--- src/rtl/record_pkg.sv ---
// Shared widths, record layout and FSM state type for the record serializer.
// The optional checksum byte is enabled by RECORD_SER_CHECKSUM_EN (see record_serializer).
package record_pkg;

    localparam int W_WIDTH = 32;
    localparam int X_WIDTH = 32;
    localparam int Y_WIDTH = 8;
    localparam int Z_WIDTH = 1;

    localparam int REC_W  = W_WIDTH + X_WIDTH + Y_WIDTH + Z_WIDTH;
    localparam int NBYTES = (REC_W + 7) / 8;
    localparam int PAD    = 8 * NBYTES - REC_W;
    // One extra code is reserved so the checksum byte can have its own index.
    localparam int IDX_W  = $clog2(NBYTES + 1);

    typedef struct packed {
        logic [W_WIDTH-1:0] w;
        logic [X_WIDTH-1:0] x;
        logic [Y_WIDTH-1:0] y;
        logic [Z_WIDTH-1:0] z;
    } rec_t;

    typedef enum logic {
        IDLE = 1'b0,
        SEND = 1'b1
    } ser_state_t;

    function automatic logic [7:0] top_byte(input logic [8*NBYTES-1:0] v);
        return v[8*NBYTES-1 -: 8];
    endfunction

endpackage

--- src/rtl/record_ser_csum.sv ---
// Byte-wise XOR accumulator; acc_next exposes the value the register takes next edge.
module record_ser_csum
    import record_pkg::*;
(
    input  logic       clk,
    input  logic       rst_n,
    input  logic       clear,
    input  logic       en,
    input  logic [7:0] din,
    output logic [7:0] acc_next
);

    logic [7:0] acc_r;
    logic [7:0] acc_s;

    // Next accumulator value: clear wins over accumulate.
    always_comb begin
        acc_s = acc_r;
        if (clear) begin
            acc_s = 8'h00;
        end else if (en) begin
            acc_s = acc_r ^ din;
        end else begin
            acc_s = acc_r;
        end
    end

    // Accumulator register.
    always_ff @(posedge clk or negedge rst_n) begin
        if (!rst_n) begin
            acc_r <= 8'h00;
        end else begin
            acc_r <= acc_s;
        end
    end

    assign acc_next = acc_s;

endmodule

--- src/rtl/record_serializer.sv ---
// Serializes one packed {w,x,y,z} record per handshake into an MSB-first byte stream.
// Define RECORD_SER_CHECKSUM_EN to append an XOR checksum byte after each record.
module record_serializer
    import record_pkg::*;
(
    input  logic             clk,
    input  logic             rst_n,
    input  logic [REC_W-1:0] in_rec,
    input  logic             in_valid,
    output logic             in_ready,
    output logic [7:0]       out_data,
    output logic             out_valid,
    input  logic             out_ready,
    output logic             out_last
);

    localparam int SR_W = 8 * NBYTES;
    localparam logic [IDX_W-1:0] IDX_ONE       = IDX_W'(1);
    localparam logic [IDX_W-1:0] LAST_DATA_IDX = IDX_W'(NBYTES - 1);
`ifdef RECORD_SER_CHECKSUM_EN
    localparam logic [IDX_W-1:0] LAST_IDX      = IDX_W'(NBYTES);
`else
    localparam logic [IDX_W-1:0] LAST_IDX      = IDX_W'(NBYTES - 1);
`endif

    ser_state_t        state_r, state_s;
    logic [IDX_W-1:0]  idx_r, idx_s;
    logic [SR_W-1:0]   shift_r, shift_s;
    logic [7:0]        data_r, data_s;
    logic              valid_r, valid_s;
    logic              last_r, last_s;
    logic [SR_W-1:0]   padded_s;
    logic              in_ready_s;
    logic              in_fire_s;
    logic              out_fire_s;

    assign padded_s   = {{PAD{1'b0}}, in_rec};
    // A new record may be taken while the final byte of the current one leaves.
    assign in_ready_s = rst_n && ((state_r == IDLE) ||
                                  ((state_r == SEND) && out_ready && last_r));
    assign in_fire_s  = in_valid && in_ready_s;
    assign out_fire_s = valid_r && out_ready;

`ifdef RECORD_SER_CHECKSUM_EN
    logic [7:0] csum_next_s;
    logic       csum_en_s;

    assign csum_en_s = out_fire_s && (idx_r <= LAST_DATA_IDX);

    record_ser_csum u_csum (
        .clk      (clk),
        .rst_n    (rst_n),
        .clear    (in_fire_s),
        .en       (csum_en_s),
        .din      (data_r),
        .acc_next (csum_next_s)
    );
`endif

    // Next-state and next-output computation; everything holds by default.
    always_comb begin
        state_s = state_r;
        idx_s   = idx_r;
        shift_s = shift_r;
        data_s  = data_r;
        valid_s = valid_r;
        last_s  = last_r;
        case (state_r)
            IDLE: begin
                if (in_fire_s) begin
                    state_s = SEND;
                    idx_s   = '0;
                    shift_s = padded_s;
                    data_s  = top_byte(padded_s);
                    valid_s = 1'b1;
                    last_s  = (LAST_IDX == '0);
                end else begin
                    state_s = IDLE;
                end
            end
            SEND: begin
                if (out_fire_s) begin
                    if (idx_r == LAST_IDX) begin
                        if (in_fire_s) begin
                            state_s = SEND;
                            idx_s   = '0;
                            shift_s = padded_s;
                            data_s  = top_byte(padded_s);
                            valid_s = 1'b1;
                            last_s  = (LAST_IDX == '0);
                        end else begin
                            state_s = IDLE;
                            valid_s = 1'b0;
                            last_s  = 1'b0;
                        end
                    end else begin
                        idx_s   = idx_r + IDX_ONE;
                        shift_s = {shift_r[SR_W-9:0], 8'h00};
                        data_s  = top_byte(shift_s);
`ifdef RECORD_SER_CHECKSUM_EN
                        if (idx_r == LAST_DATA_IDX) begin
                            data_s = csum_next_s;
                        end else begin
                            data_s = top_byte(shift_s);
                        end
`endif
                        last_s  = (idx_s == LAST_IDX);
                    end
                end else begin
                    state_s = SEND;
                end
            end
            default: begin
                state_s = IDLE;
                valid_s = 1'b0;
                last_s  = 1'b0;
            end
        endcase
    end

    // State and output registers.
    always_ff @(posedge clk or negedge rst_n) begin
        if (!rst_n) begin
            state_r <= IDLE;
            idx_r   <= '0;
            shift_r <= '0;
            data_r  <= 8'h00;
            valid_r <= 1'b0;
            last_r  <= 1'b0;
        end else begin
            state_r <= state_s;
            idx_r   <= idx_s;
            shift_r <= shift_s;
            data_r  <= data_s;
            valid_r <= valid_s;
            last_r  <= last_s;
        end
    end

    assign in_ready  = in_ready_s;
    assign out_data  = data_r;
    assign out_valid = valid_r;
    assign out_last  = last_r;

endmodule

--- config.mk ---
export PLATFORM = sky130hd
export DESIGN_NAME = record_serializer
export DESIGN_NICKNAME = d
export VERILOG_FILES = /design/src/rtl/record_pkg.sv /design/src/rtl/record_ser_csum.sv /design/src/rtl/record_serializer.sv
export SDC_FILE = /design/constraint.sdc
export NUM_CORES = 1
export LEC_CHECK = 0
export BUFFER_PORTS_ARGS = -buffer_cell sky130_fd_sc_hd__buf_2
export CORE_MARGIN = 3
export CORE_UTILIZATION = 45
export CTS_BUF_LIST = sky130_fd_sc_hd__clkbuf_2
export CTS_CLUSTER_DIAMETER = 120
export DETAILED_ROUTE_END_ITERATION = 10
export PLACE_DENSITY = 0.68
export SYNTH_ARGS = -nofsm -noshare
export SYNTH_HDL_FRONTEND = slang
export SYNTH_SLANG_ARGS = --single-unit
--- constraint.sdc ---
create_clock -name clk -period 1.8 [get_ports clk]
set_input_delay 0.18 -clock clk [delete_from_list [all_inputs] [get_ports clk]]
set_output_delay 0.18 -clock clk [all_outputs]
set_load 0.1 [all_outputs]
-- After elaboration in Yosys (flattened, before gate mapping)
Cells that the tools add are included.
- add/sub/neg operators: 1
- equal/unequal tests: 5
- mux-type cells: 24
- bitwise operators: 1
- reduce and logical (&&, ||, !) cells: 8
- operators by type and width (cell ; count):
    two-way mux 80 bit ; 3
    one-hot mux 80 bit (2 select lines) ; 1
    two-way mux 8 bit ; 3
    one-hot mux 8 bit (2 select lines) ; 1
    two-way mux 4 bit ; 3
    two-way mux 1 bit ; 9
    == test 4 bit (second input constant) ; 2
    one-hot mux 4 bit (2 select lines) ; 1
    one-hot mux 1 bit (2 select lines) ; 3
    logical AND 1 bit ; 5
    adder 4 x 1 -> 4 bit (second input constant) ; 1
    != test 2 x 1 -> 1 bit (second input constant) ; 2
    AND reduction 3 bit ; 1
    != test 2 bit (second input constant) ; 1
    AND reduction 2 bit ; 1
    logical OR 1 bit ; 1
    NOT 1 bit ; 1
- register bits after elaboration: 95
- input port bits: 77
- output and inout bits: 11
- logic and storage cells: 45

-- Longest topological paths before layout
- depth after elaboration: 9
- depth in mapped cells: 8

-- Worst setup path before layout
OpenSTA, ideal clock, no wires.
- path kind: reg2reg
- from: register last_r, in the netlist out_last
- to: register shift_r[44]
- arrival: 2060 ps
- data required time: 1674 ps
- path slack: -386 ps
- cell stages (with the launch flop): 7
- path buffers: 2
- period minus slack after synthesis: 2186 ps
- cell sequence: dfrtp_1 > a21bo_4 > nand3_4 > a22o_1 > buf_2 > buf_6 > a221o_1
- longest elaborated chain between the ends: 8
- ends and longest elaborated chain (what ; RTL line ; source):
    from (decl) ; record_serializer.sv:31 ; logic last_r, last_s;
    from (signal assigned) ; record_serializer.sv:136 ; last_r <= last_s;
    logical AND 1 bit (*) ; record_serializer.sv:40 ; ((state_r == SEND) && out_ready && last_r));
    logical OR 1 bit (*) ; record_serializer.sv:39 ; assign in_ready_s = rst_n && ((state_r == IDLE) ||
    logical AND 1 bit (*) ; record_serializer.sv:39 ;
    logical AND 1 bit (*) ; record_serializer.sv:41 ; assign in_fire_s = in_valid && in_ready_s;
    two-way mux 80 bit (*) ; n/a ;
    two-way mux 80 bit (2 in series) ; n/a ;
    one-hot mux 80 bit (2 select lines) (*) ; n/a ;
    to (signal assigned) ; record_serializer.sv:133 ; shift_r <= shift_s;
    to (decl) ; record_serializer.sv:28 ; logic [SR_W-1:0] shift_r, shift_s;
Mark *: on every way between the ends. The rest lies on a longest branch, timed or not. The select of a mux whose other input is x is not followed.
A chain may end at the register's enable or synchronous reset.

-- Final worst setup path
- from: register idx_r[1]
- to: register shift_r[68]
- longest elaborated chain between the ends: 4
- ends and longest elaborated chain (what ; RTL line ; source):
    from (decl) ; record_serializer.sv:27 ; logic [IDX_W-1:0] idx_r, idx_s;
    from (signal assigned) ; record_serializer.sv:132 ; idx_r <= idx_s;
    == test 4 bit ; record_serializer.sv:83 ; if (idx_r == LAST_IDX) begin
    two-way mux 80 bit ; record_serializer.sv:83 ;
    two-way mux 80 bit ; record_serializer.sv:82 ; if (out_fire_s) begin
    one-hot mux 80 bit (2 select lines) ; record_serializer.sv:68 ; case (state_r)
No other way between the ends. The select of a mux whose other input is x is not followed.

==> impl_metrics.csv <==
group,metric,value,unit
global_route,grt_pass1_wl,16.57,mm
final_layout,drive_gt1_frac,0.3517,
global_route,grt_overflow,0,
sta,period_minus_slack,1.828,ns
sta,setup_viol,11,
sta,fmax,547.0,MHz
synthesis,synth_cells,321,
clock_tree,clk_pin_slew,0.25,ns
detailed_routing,finalWirelength,11.52,mm
global_route,grt_max_degree,51,
sta,finalSetupTns,-0.07428,ns
final_layout,fin_util,0.7263,
place,io_buffers,87,
place,gp_congestion,0.7955,
floorplan,core-area,7968,um^2
outcome,violations,"setup timing",
floorplan,die_height,97.77,um
detailed_routing,ant_nets,0,
power_and_ir_drop,peakVddDrop,0.7472,mV
final_layout,nNetsFinal,584,
detailed_routing,wl_per_cell,18.85,um
critical_path,reg2reg_from,"idx_r[1]$_DFFE_PN0P_",
hold_path,min_path_cells,5,
sta,min_period_over_period,1.016,
power_and_ir_drop,power.share.combinational,0.292,
detailed_routing,drt_iter0_markers,222,
synthesis,syn-num-nets,401,
clock_tree,htree_levels,3,
power_and_ir_drop,p_sw,1.676,mW
critical_path,r2r-end,"shift_r[68]$_DFFE_PN0P_",
sta,finalWorstSetupSlack,-0.02830,ns
global_route,grt_antenna_before_repair,0,
critical_path,r2r_setup_slack,-0.03,ns
clock_tree,cts_tree,"done",
synthesis,synth_edf_count,0,
detailed_routing,drc,0,
power_and_ir_drop,power_density,930.5,nW/um^2
clock_tree,clock_latency,0.55,ns
power_and_ir_drop,fin_total_pwr,5.385,mW
synthesis,ys_ff_latch,87,
critical_path,cp-end-kind,"register",
power_and_ir_drop,internal_power,3.709,mW
clock_tree,clk_path_buf_depth,2,
final_layout,num-fill-cells,560,
power_and_ir_drop,switching_share,0.3112,
power_and_ir_drop,p_clk_frac,0.238,
detailed_routing,avgViaCountPerCell,5.620,
synthesis,synth_ff_type,"dfrtp_1",
floorplan,initial_core_util,0.4757,
synthesis,avgSynthCellArea,11.81,um^2
place,dp_hpwl,5.999,mm
sta,fin_skew,0.03304,ns
clock_tree,tritoncts.num_buffers,9,
global_route,grt_pass1_vias,3421,
floorplan,io_pins,88,
critical_path,critPathKind,"reg2reg",
sta,finalMaxSlewViolations,0,
critical_path,critical_path.max_fanout,20,
power_and_ir_drop,p_leak,2.846,nW
floorplan,die_width,97.77,um
hold_path,hold_path_class,"in2reg",
synthesis,yosys_warnings,0,
floorplan,dieArea,9559,um^2
synthesis,async_flop_share,1.000,
detailed_routing,via_count,3434,
critical_path,reg2reg_depth,8,
outcome,status,"finished, violations left",
hold_path,holdCritStartpoint,"in_valid",
sta,slew_headroom,0.5818,
critical_path,required,2.27,ns
sta,tightest_slew,0.6273,ns
detailed_routing,drtPass1Iterations,4,
floorplan,row_count,32,
final_layout,diodes,0,
synthesis,synth_cell_types,28,
sta,rsz0062_at_grt,"true",
run,drv_cap,0,
place,pre_cts_slack,-0.4027,ns
hold_path,hold-path-endpoint,"idx_r[2]$_DFFE_PN0P_",
clock_tree,clock_sinks,87,
critical_path,start_kind,"register",
clock_tree,clock-root-buffer,"clkbuf_2",
global_route,grt_usage,0.2122,
synthesis,netlist_area,3790,um^2
sta,finalHoldViolCount,0,
critical_path,crit_arrival,2.30,ns
power_and_ir_drop,pwr-share-seq,0.470,
final_layout,syn_to_final_growth,52.69,%
synthesis,yosysSeqAreaShare,0.5744,
==> layout make-up <==
cell class,instances,area (um^2),share of cell area
clock buffer,11,55.05,0.009514
timing repair buffer,196,1668,0.2882
sequential,87,2185,0.3775
inverter,26,97.59,0.01686
tap,102,127.6,0.02205
multi-input combinational,184,1548,0.2675
clock inverter,5,106.4,0.01838
==> cell families (layout without fill, tap and decap cells) <==
group / Yosys count / count (layout) / synth area share
flip-flops: 87 / 87 / 0.5744
adder cells (fa/ha/maj): 3 / 3 / 0.009905
XOR/XNOR: 2 / 2 / 0.004623
multiplexers: 1 / 1 / 0.002971
AND/OR/NAND/NOR: 60 / 63 / 0.08947
buffers and inverters: 53 / 238 / 0.06338
AO/OA/AOI/OAI: 115 / 115 / 0.2552
==> per-layer routing <==
layer  up-vias  global-route usage  wire length, um
met5         -                   0                0
met4         0             0.05431              152
met3        14             0.05643              548
met2       120              0.3579             5958
met1      1719              0.2732             4861
li1       1581                   -                -
==> power by group through the flow <==
stage	logic (mW)	clock network, mW	registers (mW)
CTS	1.29	1.31	2.50
detailed placement	1.13	0	2.54
global route	1.69	1.38	2.57
finish	1.57	1.28	2.53
floorplan	0.645	0	2.63
global placement	1.09	0	2.53
==> placed cells by master, fill, tap and decap left out, drive strengths merged, types with 3 or more instances in the layout <==
cell	instances
a221o	41
a22o	18
inv	26
nand2	7
nor2	15
a21oi	24
and2	34
buf	115
clkbuf	18
dlygate4sd3	74
dfrtp	87
nand3	3
ha	3
bufinv	3
o32ai	24
==> worst max-delay path by stage <==
stage | startpoint | end | slack [ns] | cells past startpoint
6_report | idx_r[1]$_DFFE_PN0P_ | shift_r[68]$_DFFE_PN0P_ | -0.03 | 8
5_1_grt | idx_r[1]$_DFFE_PN0P_ | shift_r[42]$_DFFE_PN0P_ | -0.09 | 8
4_1_cts | idx_r[1]$_DFFE_PN0P_ | shift_r[38]$_DFFE_PN0P_ | -0.06 | 6
3_5_place_dp | idx_r[1]$_DFFE_PN0P_ | shift_r[60]$_DFFE_PN0P_ | -0.40 | 6
3_3_place_gp | idx_r[1]$_DFFE_PN0P_ | shift_r[45]$_DFFE_PN0P_ | -0.30 | 6
2_1_floorplan | out_valid$_DFFE_PN0P_ | shift_r[44]$_DFFE_PN0P_ | -0.009 | 6
==> stage by stage <==
stage / instance area, um^2 / hold slack, ns / cells
6_report: 5787 / 0.1745 / 611
5_1_grt: 5787 / 0.1504 / 611
4_1_cts: 5413 / 0.09307 / 596
3_5_place_dp: 4442 / 0.3123 / 502
3_3_place_gp: 4442 / 0.3093 / 502
2_1_floorplan: 3814 / -0.1156 / 321
==> what timing repair did <==
| item | in CTS | in global routing |
|---|---|---|
| gates resized for setup | 6 | 35 |
| setup endpoints to repair | 51 | 63 |
| buffers inserted | 2 | 4 |
| cloned | 1 | 11 |
| pin swaps | 18 | 12 |
| hold endpoints to repair | 110 | 0 |
| hold buffers | 75 | 0 |
==> registers in the layout (all words and copies together) (netlist names) <==
| name | flops |
|---|---|
| out_data | 8 |
| out_last | 1 |
| out_valid | 1 |
| idx_r | 4 |
| shift_r | 72 |
| state_r | 1 |
==> synth_stat cells, types with 2 or more instances <==
| cell type | n | area, um^2 |
|---|---|---|
| clkbuf_1 | 9 | 33.78 |
| ha_1 | 3 | 37.54 |
| buf_2 | 15 | 75.07 |
| a22o_1 | 18 | 157.7 |
| inv_1 | 26 | 97.59 |
| nand2_1 | 7 | 26.28 |
| and2_1 | 34 | 212.7 |
| o32ai_1 | 24 | 210.2 |
| and3_1 | 2 | 12.51 |
| a221o_1 | 41 | 410.4 |
| a21o_1 | 2 | 15.01 |
| nand3_1 | 2 | 10.01 |
| nor2_1 | 12 | 45.04 |
| dfrtp_1 | 87 | 2177 |
| a21oi_1 | 24 | 120.1 |
| buf_6 | 3 | 33.78 |
==> worst max-delay path, stage by stage (launching register included) <==
cell	delay [ns]
dfrtp_1	0.44
inv_2	0.08
ha_4	0.12
nand3b_1	0.13
buf_6	0.16
and3_4	0.21
clkbuf_16	0.19
and2_1	0.19
a221o_1	0.26
(Power assumes the default switching activity.)
